[src/rtl/fetch_prefetch_buffer_if.sv]
// fetch_prefetch_buffer_if: fetch memory port between the prefetch buffer and instruction memory.
//   mem_req/mem_addr   : fetch request and 4-aligned byte address (buffer -> memory)
//   mem_ready          : memory accepts the request this cycle (memory -> buffer)
//   mem_rvalid/mem_rdata : in-order response word (memory -> buffer)
interface fetch_prefetch_buffer_if;
    logic        mem_req;
    logic [31:0] mem_addr;
    logic        mem_ready;
    logic        mem_rvalid;
    logic [31:0] mem_rdata;
    modport master (output mem_req, mem_addr, input mem_ready, mem_rvalid, mem_rdata);
    modport slave (input mem_req, mem_addr, output mem_ready, mem_rvalid, mem_rdata);
endinterface

[src/rtl/fetch_prefetch_buffer.sv]
// fetch_prefetch_buffer: in-order instruction prefetch FIFO feeding a dual-issue scheduler.
//   clk, n_rst        : clock, asynchronous active-low reset
//   consume           : instructions retired from the head this cycle (3 acts as 2)
//   redirect, redirect_pc : flush and restart fetch at redirect_pc (low bits ignored)
//   mem               : fetch memory port (request/accept, in-order responses)
//   instruction0/1, pc0, valid0/1 : two oldest entries and the head PC
//   nothing_filled, count : occupancy
module fetch_prefetch_buffer #(
    parameter int          DEPTH    = 8,
    parameter int          MAX_OUT  = 4,
    parameter logic [31:0] RESET_PC = 32'h0000_0000
) (
    input  logic                   clk,
    input  logic                   n_rst,
    input  logic [1:0]             consume,
    input  logic                   redirect,
    input  logic [31:0]            redirect_pc,
    fetch_prefetch_buffer_if.master mem,
    output logic [31:0]            instruction0,
    output logic [31:0]            instruction1,
    output logic [31:0]            pc0,
    output logic                   valid0,
    output logic                   valid1,
    output logic                   nothing_filled,
    output logic [$clog2(DEPTH):0] count
);
    localparam int AW = $clog2(DEPTH);
    localparam int OW = $clog2(MAX_OUT + 1);

    logic [31:0]   fifo_q [DEPTH];
    logic [AW-1:0] head_q, head_d, tail_q, tail_d;
    logic [AW:0]   count_q, count_d, req_n, eff;
    logic [OW-1:0] out_q, out_d, drop_q, drop_d;
    logic [31:0]   fetch_pc_q, fetch_pc_d, head_pc_q, head_pc_d, new_pc;
    logic          accept, resp, push;

    always_comb begin
        // Credit check counts in-flight words so a response always has a free slot.
        mem.mem_req  = n_rst && !redirect && (32'(count_q) + 32'(out_q) < 32'(DEPTH))
                       && (32'(out_q) < 32'(MAX_OUT));
        mem.mem_addr = fetch_pc_q;
        accept       = mem.mem_req && mem.mem_ready;
        // A response with nothing outstanding is a protocol error and is ignored.
        resp         = mem.mem_rvalid && out_q != '0;
        push         = resp && drop_q == '0 && !redirect;
        req_n        = consume[1] ? (AW+1)'(2) : (AW+1)'(consume[0]);
        eff          = (count_q < req_n) ? count_q : req_n;
        new_pc       = redirect_pc & ~32'd3;
        out_d        = out_q + OW'(accept) - OW'(resp);
        head_d       = redirect ? tail_q : head_q + AW'(eff);
        tail_d       = tail_q + AW'(push);
        count_d      = redirect ? '0 : count_q + (AW+1)'(push) - eff;
        fetch_pc_d   = redirect ? new_pc : fetch_pc_q + (accept ? 32'd4 : 32'd0);
        head_pc_d    = redirect ? new_pc : head_pc_q + (32'(eff) << 2);
        // Everything still in flight after a redirect belongs to the old stream.
        drop_d       = redirect ? out_d : drop_q - OW'(resp && drop_q != '0);
    end

    always_ff @(posedge clk or negedge n_rst) begin
        if (!n_rst) begin
            head_q     <= '0;
            tail_q     <= '0;
            count_q    <= '0;
            out_q      <= '0;
            drop_q     <= '0;
            fetch_pc_q <= RESET_PC;
            head_pc_q  <= RESET_PC;
        end else begin
            head_q     <= head_d;
            tail_q     <= tail_d;
            count_q    <= count_d;
            out_q      <= out_d;
            drop_q     <= drop_d;
            fetch_pc_q <= fetch_pc_d;
            head_pc_q  <= head_pc_d;
        end
    end

    always_ff @(posedge clk) begin
        if (push) fifo_q[tail_q] <= mem.mem_rdata;
    end

    assign valid0         = count_q != '0;
    assign valid1         = count_q > (AW+1)'(1);
    assign nothing_filled = count_q == '0;
    assign count          = count_q;
    assign pc0            = head_pc_q;
    assign instruction0   = valid0 ? fifo_q[head_q] : 32'd0;
    assign instruction1   = valid1 ? fifo_q[head_q + AW'(1)] : 32'd0;

    a_resp_tracked: assert property (@(posedge clk) disable iff (!n_rst) mem.mem_rvalid |-> out_q != '0);
endmodule

[src/flat_wrapper.sv]
// flat-port wrapper written by rule: the top's interface ports become plain ports
module fetch_prefetch_buffer_flat 
#(
    parameter int          DEPTH    = 8,
    parameter int          MAX_OUT  = 4,
    parameter logic [31:0] RESET_PC = 32'h0000_0000
)
  (clk, n_rst, consume, redirect, redirect_pc, instruction0, instruction1, pc0, valid0, valid1, nothing_filled, count, mem_mem_req, mem_mem_addr, mem_mem_ready, mem_mem_rvalid, mem_mem_rdata);
  fetch_prefetch_buffer_if mem_i ();
  input  logic clk;
  input  logic n_rst;
  input  logic [1:0] consume;
  input  logic redirect;
  input  logic [31:0] redirect_pc;
  output logic [31:0] instruction0;
  output logic [31:0] instruction1;
  output logic [31:0] pc0;
  output logic valid0;
  output logic valid1;
  output logic nothing_filled;
  output logic [$clog2(DEPTH):0] count;
  output wire logic [$bits(mem_i.mem_req)-1:0] mem_mem_req;
  output wire logic [$bits(mem_i.mem_addr)-1:0] mem_mem_addr;
  input wire logic [$bits(mem_i.mem_ready)-1:0] mem_mem_ready;
  input wire logic [$bits(mem_i.mem_rvalid)-1:0] mem_mem_rvalid;
  input wire logic [$bits(mem_i.mem_rdata)-1:0] mem_mem_rdata;
  assign mem_mem_req = mem_i.mem_req;
  assign mem_mem_addr = mem_i.mem_addr;
  assign mem_i.mem_ready = mem_mem_ready;
  assign mem_i.mem_rvalid = mem_mem_rvalid;
  assign mem_i.mem_rdata = mem_mem_rdata;
  fetch_prefetch_buffer #(.DEPTH(DEPTH), .MAX_OUT(MAX_OUT), .RESET_PC(RESET_PC)) u_core (.clk(clk), .n_rst(n_rst), .consume(consume), .redirect(redirect), .redirect_pc(redirect_pc), .mem(mem_i), .instruction0(instruction0), .instruction1(instruction1), .pc0(pc0), .valid0(valid0), .valid1(valid1), .nothing_filled(nothing_filled), .count(count));
endmodule
[config.mk]
export PLATFORM = sky130hd
export DESIGN_NAME = fetch_prefetch_buffer_flat
export DESIGN_NICKNAME = d
export VERILOG_FILES = /design/src/rtl/fetch_prefetch_buffer_if.sv /design/src/rtl/fetch_prefetch_buffer.sv /design/src/flat_wrapper.sv
export SDC_FILE = /design/constraint.sdc
export NUM_CORES = 1
export LEC_CHECK = 0
export ABC_CLOCK_PERIOD_IN_PS = 4400
export BUFFER_PORTS_ARGS = -buffer_cell sky130_fd_sc_hd__clkbuf_2
export CAP_MARGIN = 20
export CORE_MARGIN = 2
export CORE_UTILIZATION = 58
export DETAILED_ROUTE_END_ITERATION = 10
export PLACE_DENSITY_LB_ADDON = 0.25
export SLEW_MARGIN = 30
export SYNTH_ARGS = -nofsm -noshare
export SYNTH_HDL_FRONTEND = slang
export SYNTH_SLANG_ARGS = --single-unit
[constraint.sdc]
create_clock -name clk -period 4.4 [get_ports clk]
set_input_delay 0 -clock clk [delete_from_list [all_inputs] [get_ports clk]]
set_output_delay 0 -clock clk [all_outputs]
set_load 0.02 [all_outputs]
# Word level (Yosys, flattened, before mapping)
# Memories as Yosys holds them, arrays and structs flattened.
# Cells that the tools add are included.
[totals]
reg_bits = 80
ram_bits = 256
in_bits = 71
out_inout_bits = 136
word_cells = 49
mem_count = 1
[memory_table]
columns = ["memory", "words", "width", "rd", "rd_clocked_by_memory_dff", "write_ports", "line", "source"]
rows = [
  ["u_core.fifo_q", 8, 32, 2, 0, 1, "fetch_prefetch_buffer.sv:30", "logic [31:0] fifo_q [DEPTH];"],
]
[classes]
n_addsub = 11
order_cmp = 4
n_mux = 12
reduce_logical = 14
[op_table]
columns = ["op", "count"]
rows = [
  ["32-bit 2-to-1 mux", 4],
  ["32-bit adder", 1],
  ["32-bit by 6-bit adder with 32-bit output", 1],
  ["32-bit by 4-bit < comparator with 1-bit output, second input constant", 1],
  ["3-bit 2-to-1 mux", 3],
  ["1-bit logical AND", 8],
  ["4-bit 2-to-1 mux", 2],
  ["3-bit by 1-bit adder with 3-bit output", 2],
  ["3-bit nonzero test", 2],
  ["3-bit by 1-bit subtractor with 3-bit output", 2],
  ["4-bit by 3-bit adder with 5-bit output", 1],
  ["4-bit by 1-bit adder with 4-bit output", 1],
  ["4-bit by 1-bit greater-than comparator with 1-bit output, second input constant", 1],
  ["4-bit zero test", 1],
  ["4-bit < comparator", 1],
  ["4-bit nonzero test", 1],
  ["4-bit subtractor", 1],
  ["3-bit by 1-bit adder with 3-bit output, second input constant", 1],
  ["3-bit adder", 1],
  ["3-bit zero test", 1],
  ["3-bit < comparator, second input constant", 1],
  ["1-bit 2-to-1 mux", 2],
  ["2-bit 2-to-1 mux", 1],
  ["1-bit zero test", 1],
]

# Logic depth before layout (Yosys ltp)
[depth]
word_depth = 8
mapped_depth = 14
depth_no_buf = 12

# Worst setup path after synthesis
# No wires, ideal clock.
[synth_timing]
kind = "register to register"
start = "reg u_core.drop_q[0]"
end = "mem u_core.fifo_q[1][0], enable pin"
setup_time_ns = 0.461
arrival_time_ns = 3.404
required_ns = 3.939
slack_ns = 0.535
stages_incl_launch_ff = 5
path_buffers = 0
path_cell_list = "dfrtp_1 > or3_1 > nor3_1 > nand2_1 > nor3_1"
[synth_via]
elab_chain_len = 5
[synth_lines]
columns = ["item", "line", "source"]
rows = [
  ["start: declaration", "fetch_prefetch_buffer.sv:33", "logic [OW-1:0] out_q, out_d, drop_q, drop_d;"],
  ["start signal: assignment", "fetch_prefetch_buffer.sv:73", "drop_q <= drop_d;"],
  ["3-bit zero test", "fetch_prefetch_buffer.sv:45", "push = resp && drop_q == '0 && !redirect;"],
  ["1-bit logical AND (2 in series)", "fetch_prefetch_buffer.sv:45", ""],
  ["1-bit 2-to-1 mux", "fetch_prefetch_buffer.sv:80", "if (push) fifo_q[tail_q] <= mem.mem_rdata;"],
  ["1-bit 2-to-1 mux (not written as such)", "fetch_prefetch_buffer.sv:80", ""],
  ["end: declaration", "fetch_prefetch_buffer.sv:30", ""],
]
# No other way between the ends.

# Worst setup path in the final report
[layout_timing]
start = "reg u_core.count_q[1] (netlist: u_core.count[1])"
end = "reg u_core.head_pc_q[30] (netlist: u_core.pc0[30])"
[layout_via]
elab_chain_len = 4
[layout_lines]
columns = ["item", "line", "source"]
rows = [
  ["start: declaration", "fetch_prefetch_buffer.sv:32", "logic [AW:0] count_q, count_d, req_n, eff;"],
  ["start signal: assignment", "fetch_prefetch_buffer.sv:71", "count_q <= count_d;"],
  ["4-bit < comparator", "fetch_prefetch_buffer.sv:47", "eff = (count_q < req_n) ? count_q : req_n;"],
  ["4-bit 2-to-1 mux *", "fetch_prefetch_buffer.sv:47", ""],
  ["32-bit by 6-bit adder with 32-bit output *", "fetch_prefetch_buffer.sv:54", "head_pc_d = redirect ? new_pc : head_pc_q + (32'(eff) << 2);"],
  ["32-bit 2-to-1 mux *", "fetch_prefetch_buffer.sv:54", ""],
  ["via u_core.head_pc_d[30]", "fetch_prefetch_buffer.sv:34", "logic [31:0] fetch_pc_q, fetch_pc_d, head_pc_q, head_pc_d, new_pc;"],
  ["end signal: assignment", "fetch_prefetch_buffer.sv:75", "head_pc_q <= head_pc_d;"],
  ["end: declaration", "fetch_prefetch_buffer.sv:34", ""],
]
# Mark *: on every way through the listed nets, which the timed path passes. The rest lies on a longest branch.

==> implementation parameters <==
Parameter                              Value

Critical path
  Critical path class ... reg2reg
  Crit start category ... register
  Signal arrival time at the worst endpoint ... between 4 and 5 ns
  Worst-path fanout max ... 12
  Peak per-stage delay on the critical path ... around 0.61 ns
  Worst path slowest cell ... sky130_fd_sc_hd__or4_1
  CP dominant cell by count ... sky130_fd_sc_hd__ha_1
  Chain of cells forming the critical path ... ha_1 -> o21ai_0 -> and2_1 -> mux2i_1 -> ha_1 -> inv_1 -> fa_1 -> and3b_1 -> o211ai_1 -> or4_1 -> a31oi_1
  Required time of the worst setup path ... 4.84 ns
  Setup crit end kind ... register

STA
  Max-Slew Margin vs Limit ... between 30% and 40%
  Max-slew violation total from the final report ... 0
  Setup Skew ... between 0.02 and 0.025 ns
  RSZ-0062 raised after global routing ... false
  Minimum clock period after layout ... between 3 and 4 ns
  Accumulated negative setup slack ... 0 ns
  Maximum clock rate ... between 200 and 300 MHz
  Worst slew pin tran ... 0.9490 ns
  Worst Setup Slack, final ... 0.6186 ns
  Finish-stage setup viols ... 0
  Final hold viol count ... 0
  Tcrit/Tclk final ... between 80% and 90%

Placed design
  HPWL after detailed placement ... 24.23 mm
  RD Place Congestion ... 0.8453
  Place WS ... 0.6255 ns
  Number of buffers added on ports ... 200

Run
  # Max-Cap Violations ... 0

Min path
  Class of the most critical hold timing path ... in2reg

GRT
  Antenna violations before repair ... 0
  Busiest layer in global routing ... met2
  Met1 capacity usage during global routing ... 37.06%
  Via count of the first global-routing pass ... 10848
  Global-route track usage on met2 ... 45.64%
  GRT overflow ... 0
  Total global-route track usage ... 27.22%
  Pin count of the biggest net entering global routing ... 130
  Wire length of the first global-routing pass ... just over 60 mm
  Met3 Track Usage GR ... under 10%

Power and ir drop
  Leakage ... 7.134 nW
  Int Power ... between 7 and 8 mW
  Net load switching power ... ~4.6 mW
  Total chip power ... 12.05 mW
  IR Drop Worst-Case VDD ... 0.5505 mV
  Clk network pwr share ... 23.0%
  Combinational share of power ... 45.8%
  Fraction of power consumed by sequential logic ... 31.2%
  Net switching share of the total power ... 37.90%
  Total power density per cell area ... 616.1 nW/um2

Synth
  Synth warnings ... 0
  Cell count after synthesis ... 1103
  Proportion of netlist area held by the largest area contributor ... 47.12%
  Share of synthesized area occupied by flip-flops and latches ... 58.77%
  Cell type with the largest total area after synthesis ... sky130_fd_sc_hd__edfxtp_1
  Synth Cell Area ... 16320 um2
  Top cells by area in the synthesized netlist ... sky130_fd_sc_hd__edfxtp_1 47%, sky130_fd_sc_hd__mux4_2 18%, sky130_fd_sc_hd__dfrtp_1 12%
  Asr flop ratio synth ... roughly 23%
  Count of state elements after synthesis ... 332
  Top cell types by occurrence after synthesis ... 256 x sky130_fd_sc_hd__edfxtp_1, 128 x sky130_fd_sc_hd__mux4_2, 89 x sky130_fd_sc_hd__nand2_1, 76 x sky130_fd_sc_hd__dfrtp_1, 74 x sky130_fd_sc_hd__nor2_1
  Synth unique cells ... 55
  Top FF cell, synth ... sky130_fd_sc_hd__edfxtp_1
  Average cell area after synthesis ... 14.79 um2
  Most used standard cell by instance count after synthesis ... sky130_fd_sc_hd__edfxtp_1
  EDFF count, synth ... 256

Drt
  Number of DRC violations after detailed-routing iteration 0 ... just over 900
  Detailed Routing Iterations Pass 1 ... 5
  Antenna-violating nets left ... 0
  Wirelength, routed ... 39.52 mm
  Via-to-Cell Ratio ... between 6 and 7
  Vias post-DR ... 10975
  Final routed DRC violation total ... 0
  Routed wirelength normalized by instance count ... 22.40 um

Die
  Initial core utilization ... 58.89%
  Die area ... 29490 um2
  Die height ... 171.7 um
  Core Footprint ... 27710 um2
  Ports ... 207
  Die Span X ... 171.7 um
  Core Rows ... 61

Layout
  Fraction of layout cells with a size suffix above 1 ... 30.66%
  Number of filler instances in the final layout ... 1832
  Combined area of the multi-input logic cells ... approximately 6400 um2
  Net count reported at finish ... 1457
  Area Growth Syn to Fin ... 19.84%
  Final Util ... 70.57%
  Footprint of the flip-flops and latches ... about 9600 um2
  Number of antenna repair diodes ... 0

Outcome
  Status ... finished clean

Clock network
  Cts bufs inserted ... 35
  Clk pin slew, worst setup/hold paths ... ~0.060 ns
  Number of clock sinks seen by CTS ... approximately 330
  Number of setup buffers added after CTS ... 0
  Total number of H-tree levels ... 2
  Maximum clock path buffer count ... 3
  Count of hold buffers inserted by post-cts repair ... between 60 and 70
  CTS tree ... built
  Clock latency on the worst-skew pair ... 0.54 ns
  Clock root cell ... sky130_fd_sc_hd__clkbuf_16
  Post_cts resized ... 0
[sequential cells by signal, summed over array words and instances (netlist names)]
signal,count
u_core.pc0,30
u_core.tail_q,3
u_core.fifo_q,256
u_core.drop_q,3
u_core.out_q,3
u_core.mem.mem_addr,30
u_core.count,4
u_core.head_q,3
[power by group through the flow]
| stage | Clock [mW] | Sequential, mW | Combinational, mW |
|---|---|---|---|
| floorplan | 0 | 3.86 | 3.82 |
| global placement | 0 | 3.81 | 5.41 |
| detailed placement | 0 | 3.82 | 5.49 |
| CTS | 2.80 | 3.75 | 5.58 |
| global route | 2.93 | 3.78 | 5.98 |
| finish | 2.77 | 3.76 | 5.52 |
[worst max-delay path: cells and delay by family, from the launching register on]
family / cells / cell delay [ns]
simple gates: 3 / 1.15
fa+ha+maj: 3 / 1.02
compound gates: 3 / 0.63
flops: 1 / 0.47
mux: 1 / 0.38
buf+inv: 1 / 0.06
[stage by stage]
stage	hold WS, ns	instances	area, um2
2_1_floorplan	-0.2956	1106	16330
3_3_place_gp	-0.03886	1633	17790
3_5_place_dp	-0.04010	1633	17790
4_1_cts	0.06261	1764	19550
5_1_grt	0.09037	1764	19550
6_report	0.05959	1764	19550
[final cells by class]
class | count | share of cell area [%]
sequential | 332 | 49.08
multi-input combinational | 669 | 32.84
timing repair buffer | 289 | 9.541
clock buffer | 51 | 4.889
tap | 378 | 2.419
clock inverter | 13 | 0.6207
inverter | 32 | 0.6143
[cell families after synthesis]
logic type	Yosys count	synth area share, %
buf+inv	105	2.607
other cells	1	0.02298
compound gates	150	5.706
simple gates	291	8.896
flops	332	58.77
xor+xnor	28	1.503
mux	169	20.24
fa+ha+maj	27	2.255
[worst paths after layout]
| check | startpoint | endpoint | slack (ns) | depth (start not counted) |
|---|---|---|---|---|
| setup / recovery | u_core.count[1] | u_core.pc0[30] | 0.62 | 11 |
| hold / removal | redirect | u_core.count[3] | 0.06 | 3 |
| setup reg to reg | u_core.count[1] | u_core.pc0[30] | 0.62 | 11 |
| hold reg to reg | u_core.out_q[2] | u_core.out_q[2] | 0.56 | 1 |
| max in group asynchronous | n_rst | u_core.head_q[0] | 3.20 | 4 |
| min in group asynchronous | n_rst | u_core.mem.mem_addr[15] | 0.53 | 4 |
[placed cells by master, fill, tap and decap left out, types with 28 or more instances in the layout]
| cell type | n |
|---|---|
| sky130_fd_sc_hd__inv_1 | 31 |
| sky130_fd_sc_hd__mux2i_1 | 34 |
| sky130_fd_sc_hd__mux4_2 | 128 |
| sky130_fd_sc_hd__clkbuf_16 | 35 |
| sky130_fd_sc_hd__a21oi_1 | 47 |
| sky130_fd_sc_hd__dlygate4sd3_1 | 66 |
| sky130_fd_sc_hd__clkbuf_2 | 199 |
| sky130_fd_sc_hd__a31oi_1 | 28 |
| sky130_fd_sc_hd__nor2_1 | 67 |
| sky130_fd_sc_hd__dfrtp_1 | 73 |
| sky130_fd_sc_hd__nand2_1 | 89 |
| sky130_fd_sc_hd__edfxtp_1 | 256 |
[routing by layer]
metal  vias up  part of all wire (%)
met5         -                     0
met4         0                   2.3
met3        69                   7.4
met2       468                    50
met1      5544                    40
li1       4894                     -
(Power assumes the default switching activity.)
